### src/rtl/pipe_seg_reg.sv
// Pipeline segment register: valid/ready handshake with a one-entry skid,
// synchronous flush to a bubble, and a saturating stall-cycle counter.
//
// state    | meaning
// ---------+----------------------------------------------------------
// ST_EMPTY | no entry held; main = BUBBLE; accepting
// ST_BUSY  | main holds the only entry; accepting
// ST_FULL  | main holds the older entry, skid the newer; not accepting
module pipe_seg_reg #(
   parameter int               WIDTH  = 32,
   parameter logic [WIDTH-1:0] BUBBLE = {WIDTH{1'b0}},
   parameter int               CNT_W  = 16
) (
   input  logic             clk,
   input  logic             rst,
   input  logic             flush,
   input  logic             in_valid,
   output logic             in_ready,
   input  logic [WIDTH-1:0] in_data,
   output logic             out_valid,
   input  logic             out_ready,
   output logic [WIDTH-1:0] out_data,
   output logic [1:0]       occupancy,
   output logic [CNT_W-1:0] stall_cnt
);

   typedef enum logic [1:0] {
      ST_EMPTY = 2'd0,
      ST_BUSY  = 2'd1,
      ST_FULL  = 2'd2
   } state_t;

   state_t           state;
   logic [WIDTH-1:0] main_q;
   logic [WIDTH-1:0] skid_q;
   logic             accept;
   logic             take;

   assign accept    = in_valid & in_ready;
   assign take      = out_valid & out_ready;
   assign out_data  = main_q;
   assign occupancy = 2'(state);

   // in_ready and out_valid are flops updated alongside the state, so no
   // combinational path exists from out_ready back to in_ready.
   always_ff @(posedge clk) begin
      if (rst || flush) begin
         state     <= ST_EMPTY;
         main_q    <= BUBBLE;
         skid_q    <= BUBBLE;
         out_valid <= 1'b0;
         in_ready  <= 1'b1;
      end else begin
         case (state)
            ST_EMPTY: begin
               if (accept) begin
                  main_q    <= in_data;
                  state     <= ST_BUSY;
                  out_valid <= 1'b1;
               end
            end
            ST_BUSY: begin
               if (accept && take) begin
                  main_q <= in_data;
               end else if (accept) begin
                  skid_q   <= in_data;
                  state    <= ST_FULL;
                  in_ready <= 1'b0;
               end else if (take) begin
                  main_q    <= BUBBLE;
                  state     <= ST_EMPTY;
                  out_valid <= 1'b0;
               end
            end
            ST_FULL: begin
               if (take) begin
                  main_q   <= skid_q;
                  skid_q   <= BUBBLE;
                  state    <= ST_BUSY;
                  in_ready <= 1'b1;
               end
            end
            default: begin
               state     <= ST_EMPTY;
               main_q    <= BUBBLE;
               skid_q    <= BUBBLE;
               out_valid <= 1'b0;
               in_ready  <= 1'b1;
            end
         endcase
      end
   end

   // Flush deliberately leaves the counter alone; only reset clears it.
   always_ff @(posedge clk) begin
      if (rst) begin
         stall_cnt <= '0;
      end else if (out_valid && !out_ready && (stall_cnt != {CNT_W{1'b1}})) begin
         stall_cnt <= stall_cnt + CNT_W'(1);
      end
   end

endmodule

### config.mk
export PLATFORM = sky130hd
export DESIGN_NAME = pipe_seg_reg
export DESIGN_NICKNAME = d
export VERILOG_FILES = /design/src/rtl/pipe_seg_reg.sv
export SDC_FILE = /design/constraint.sdc
export NUM_CORES = 1
export LEC_CHECK = 0
export ABC_AREA = 1
export CORE_MARGIN = 8
export CORE_UTILIZATION = 54
export DETAILED_ROUTE_END_ITERATION = 8
export PLACE_DENSITY = 0.85
export SLEW_MARGIN = 15
export SYNTH_ARGS = -nofsm -noshare
export SYNTH_HDL_FRONTEND = slang
export SYNTH_SLANG_ARGS = --single-unit
### constraint.sdc
create_clock -name clk -period 4.5 [get_ports clk]
set_input_delay 0.45 -clock clk [delete_from_list [all_inputs] [get_ports clk]]
set_output_delay 0.45 -clock clk [all_outputs]
set_load 0.02 [all_outputs]
==> impl_metrics.ini, run 1 <==
[floorplan]
die_area_um2 = 10260
ios = 89
die_h_um = 101.3
initial_core_util_pct = 55.07
rows = 31
dieWidth_um = 101.3
core_area_um2 = 7137

[clock_network]
cts_buffers = 9
cts_resized = 0
h-tree-depth = 3
path_clk_slew_ns = 0.08
clock-root-buffer = clkbuf_8
clock-sinks = 84
hold_buffers = 0
clock_latency_ns = 0.36
cts_tree = yes
cts_setup_buffers = 0
clk_path_buf_depth = 2

[pwr]
leakagePower_nw = 1.964
p_per_area_nw_per_um2 = 303.4
ir_drop_mv = 0.1987

[global_route]
grt-ovfl-total = 0
grt_pass1_vias = 3884
antenna_found_initial = 0
grt_usage_pct = 20.58
grt_pass1_wl_um = 17240
grt_start_max_net_pins = 51

[logic_synthesis]
syn_inst = 586
syn_nets = 624
avgSynthCellArea_um2 = 6.707
syn_area_um2 = 3930
ys_types = 24
ys_warn_count = 0
synth-seq-cells = 84
ys_seq_area_share_pct = 42.79

[route]
drt_iter0_drc = 268
drc = 0
ant_nets = 0
num_vias = 3976
vias_per_cell = 5.232
drtPass1Iterations = 5
routedWlPerCell_um = 13.38
routed_wl_um = 10170

[status]
status = completed

[timing]
hold_viol = 0
rsz0062_at_grt = no
period_needed_ns = 2.400
setup_tns_ns = 0
setup_viol = 0
skew_ns = 0.007914
worstMarginPinSlew_ns = 0.8227
period_share_pct = 53.33
slew_viol_final = 0
fmax_ghz = 0.4167
max_slew_margin_pct = 45.07

[finish]
nFillCells = 628
nNetsFinal = 694
layoutNonFillerInstCount = 760
drive_above_1_share_pct = 5.144
syn2layout_area_growth_pct = 26.14
diodes = 0

[worst_hold_path]
hold_depth = 2
holdCritStartpoint = out_data[15]
min_path_type = register to register
holdPathEnd = out_data[15]

[critical_path]
worstPathMaxFanout = 34
cp.arrival_ns = 2.60
cp-end-kind = register
criticalPathCategory = register to register
r2r-end = out_data[13]
worstSetupStartpointType = register
r2r_cells = 7
crit_required_ns = 4.70
reg2reg_from = occupancy[1]
r2r_slack_ns = 2.10

[run]
max_cap_violations = 0

[place]
dp_cells = 744
place_hpwl_um = 6906
portBuffers = 88
place_congestion = 0.8319
-- critical path, cell delays in order, from the launching register on --
cell     delay [ns]
dfxtp_1        0.44
inv_2          0.09
nor2_4         0.61
nand2_4        0.18
nand2_4        0.36
inv_2          0.32
nand2_1        0.15
a21oi_1        0.08
-- where the power goes --
part	internal (mW)	switching, mW
combinational	0.0795	0.123
clock	0.260	0.272
sequential	0.759	0.0105
total	1.10	0.405
-- Yosys cell counts --
master,count,area [um2]
a21oi_1,79,395.4
buf_2,8,40.04
buf_4,8,60.06
buf_6,4,45.04
clkbuf_1,10,37.54
dfxtp_1,84,1682
ha_1,1,12.51
inv_1,22,82.58
inv_2,7,26.28
nand2_1,248,930.9
nand2_2,1,6.260
nand2_4,3,33.78
nand3_1,19,95.09
nand3_4,1,17.52
nand4_1,6,37.54
nand4_4,1,21.27
nor2_1,54,202.7
nor2_4,4,45.04
o2111ai_1,1,8.760
o211ai_1,1,7.510
o21ai_0,3,15.01
o21ai_1,15,75.07
xnor2_1,3,26.28
xor2_1,3,26.28
-- registers in the layout, indices dropped and copies added (netlist names) --
register / count
out_valid: 1
skid_q: 32
out_data: 32
stall_cnt: 16
occupancy: 2
in_ready: 1
-- per-layer routing --
metal  routed length (um)  GRT usage [%]
met5                    0              0
met4                  165          8.706
met3                  677          5.155
met2                 4909          33.70
met1                 4418          25.07
-- cell families (layout without fill, tap and decap cells) --
kind of cell               Yosys count  in the layout  share of synthesized area (%)
buffers and inverters               59            134                          7.418
DFF                                 84             84                          42.79
adders and majority gates            1              1                         0.3183
and+or+nand+nor                    337            337                          35.37
AOI/OAI and AO/OA                   99             99                          12.77
xor gates and xnor gates             6              6                          1.337
-- how the worst max path moves through the flow --
| stage | start | end | slack [ns] | cells after the start |
|---|---|---|---|---|
| floorplan | stall_cnt[0] | stall_cnt[1] | 2.88 | 9 |
| global route | occupancy[1] | out_data[1] | 1.88 | 7 |
| detailed placement | out_ready | skid_q[25] | 1.91 | 8 |
| CTS | occupancy[1] | out_data[13] | 2.03 | 7 |
| global placement | out_ready | skid_q[27] | 2.07 | 8 |
| finish | occupancy[1] | out_data[13] | 2.10 | 7 |
-- stage by stage --
step | hold WS [ns] | area (um2) | util [%] | setup WS (ns) | total power [mW]
2_1_floorplan | 0.4392 | 3930 | - | 2.878 | 0.9109
3_3_place_gp | 0.4500 | 4760 | 66.69 | 2.065 | 0.9853
3_5_place_dp | 0.4557 | 4760 | 66.69 | 1.914 | 0.9899
4_1_cts | 0.4679 | 4957 | 69.46 | 2.033 | 1.507
5_1_grt | 0.4847 | 4957 | 69.46 | 1.875 | 1.566
6_report | 0.4704 | 4957 | 69.46 | 2.100 | 1.504
-- layout by cell type (no fill, tap or decap) --
cell type and instances:
nand2_1 248, clkdlybuf4s50_1 88, dfxtp_1 84, a21oi_1 79, nor2_1 54, inv_1 22
nand3_1 19, o21ai_1 15, clkbuf_8 13, inv_2 7, nand4_1 6, nor2_4 4
nand2_4 3, o21ai_0 3, xnor2_1 3, xor2_1 3, clkinv_2 2, nand2_2 1
nand3_4 1, nand4_4 1, o2111ai_1 1, o211ai_1 1, ha_1 1, clkinv_4 1
buf_4 1
-- cell type report --
| class | instances | area [um2] | area share [%] |
|---|---|---|---|
| multi-input combinational | 443 | 1957 | 39.48 |
| sequential | 84 | 1682 | 33.92 |
| timing repair buffer | 89 | 888.4 | 17.92 |
| clock buffer | 13 | 178.9 | 3.609 |
| tap | 99 | 123.9 | 2.499 |
| inverter | 29 | 108.9 | 2.196 |
| clock inverter | 3 | 18.77 | 0.3786 |
No activity file was read; power rests on OpenSTA's default activity.
==> inputs of run 2 (changes only) <==
CORE_UTILIZATION = 50   (was 54)
PLACE_DENSITY = 0.8   (was 0.85)
clock period = 2.5 ns   (was 4.5 ns; I/O delays follow)
==> impl_metrics.ini, run 2 (synthesis gave the netlist of run 1 again) <==
[critical_path]
r2r-end = out_data[22]
worstSetupStartpointType = register
criticalPathCategory = register to register
r2r_cells = 9
r2r_slack_ns = 0.59
crit_required_ns = 2.77
cp.arrival_ns = 2.18
cp-end-kind = register
worstPathMaxFanout = 28
cp-startpoint = occupancy[0]
reg2reg_from = occupancy[0]

[global_route]
grt_use_met2_pct = 31.51
grt_pass1_vias = 3776
grt-ovfl-total = 0
grt_usage_pct = 18.21
busiest_layer = met2
grt_pass1_wl_um = 17010
use_met1_pct = 21.71
antenna_found_initial = 0
grt_start_max_net_pins = 51
use_met3_pct = 4.054

[route]
routedWlPerCell_um = 12.89
drc = 0
ant_nets = 0
routed_wl_um = 9910
num_vias = 3957
drtPass1Iterations = 4
vias_per_cell = 5.146
drt_iter0_drc = 150

[pwr]
p_per_area_nw_per_um2 = 546.3
p_int_mw = 2.003
pwr-share-seq_pct = 50.6
ir_drop_mv = 0.3760
p_sw_uw = 734.3
power_mw = 2.737
clkPwrFrac_pct = 35.9
switching_share_pct = 26.83
pwr-share-comb_pct = 13.5
leakagePower_nw = 1.986

[timing]
fmax_ghz = 0.5230
worstMarginPinSlew_ns = 0.8633
rsz0062_at_grt = no
slew_viol_final = 0
hold_viol = 0
period_share_pct = 76.49
max_slew_margin_pct = 42.37
period_needed_ns = 1.912
setup_viol = 0
skew_ns = 0.01003
setup_tns_ns = 0

[floorplan]
initial_core_util_pct = 51.12
dieWidth_um = 104.7
ios = 89
die_area_um2 = 10950
core_area_um2 = 7687
rows = 32
die_h_um = 104.7

[worst_hold_path]
hold_depth = 2
holdPathEnd = out_data[0]
min_path_type = register to register
holdCritStartpoint = out_data[0]

[clock_network]
path_clk_slew_ns = 0.08
clock-sinks = 84
h-tree-depth = 3
clock_latency_ns = 0.35
cts_resized = 0
cts_buffers = 9
clk_path_buf_depth = 2
cts_tree = yes
hold_buffers = 0
cts_setup_buffers = 0
clock-root-buffer = clkbuf_8

[finish]
layout_commonest_cell = nand2_1
drive_above_1_share_pct = 5.997
diodes = 0
layout_common_cells = 248 x nand2_1, 88 x clkdlybuf4s50_1, 84 x dfxtp_1
nNetsFinal = 700
syn2layout_area_growth_pct = 27.48

[status]
status = completed

[run]
max_cap_violations = 0

[place]
place_congestion = 0.8242
portBuffers = 88
place_hpwl_um = 6952
==> run 2: changes by cell type in the layout (fill, tap and decap cells not counted), sizes merged <==
| cell | delta |
|---|---|
| clkinvlp | +2 |
| buf | +6 |
| clkbuf | -3 |
| bufinv | +1 |
==> run 2: through the flow <==
stage               hold slack [ns]  std cells  util [%]  worst slack (ns)  instance area [um2]
CTS                          0.4684        769     65.17            0.5994                 5010
detailed placement           0.4563        753     62.55            0.3736                 4808
global route                 0.4780        769     65.17            0.4419                 5010
global placement             0.4499        753     62.55            0.4443                 4808
finish                       0.4679        769     65.17            0.5879                 5010
floorplan                    0.4042        586         -            0.8782                 3930
==> run 2: area by class of cell <==
type	count	area, um2
Sequential cell	84	1682
Tap cell	102	127.6
Inverter	29	108.9
Fill cell	683	2678
Clock inverter	6	63.81
Timing Repair Buffer	95	933.4
Clock buffer	10	137.6
Multi-Input combinational cell	443	1957
==> run 2: power by group through the flow <==
stage | Combinational [mW] | Clock (mW) | Sequential, mW
floorplan | 0.197 | 0 | 1.44
global placement | 0.368 | 0 | 1.42
detailed placement | 0.372 | 0 | 1.42
CTS | 0.374 | 1.00 | 1.39
global route | 0.409 | 1.05 | 1.39
finish | 0.370 | 0.982 | 1.39
==> run 2: routing by layer <==
layer	vias to the layer above	part of all wire, %
met5	-	0
met4	0	1.4
met3	12	6.9
met2	126	48
met1	1818	43
li1	2001	-
==> run 2: how the worst max path moves through the flow <==
stage | end | slack [ns] | cells after the start
6_report | out_data[22] | 0.59 | 9
5_1_grt | out_data[13] | 0.44 | 9
4_1_cts | out_data[22] | 0.60 | 9
3_5_place_dp | skid_q[24] | 0.37 | 7
3_3_place_gp | skid_q[24] | 0.44 | 7
2_1_floorplan | stall_cnt[1] | 0.88 | 9
==> run 2: critical path, stage by stage, from the launching register on <==
cell and delay, ns:
dfxtp_1 0.48, inv_2 0.07, nor2_4 0.29, nand3_4 0.16, nand2_4 0.13, buf_4 0.31, nand2_1 0.10, nand2_1 0.09
nand2_1 0.06, a21oi_1 0.13
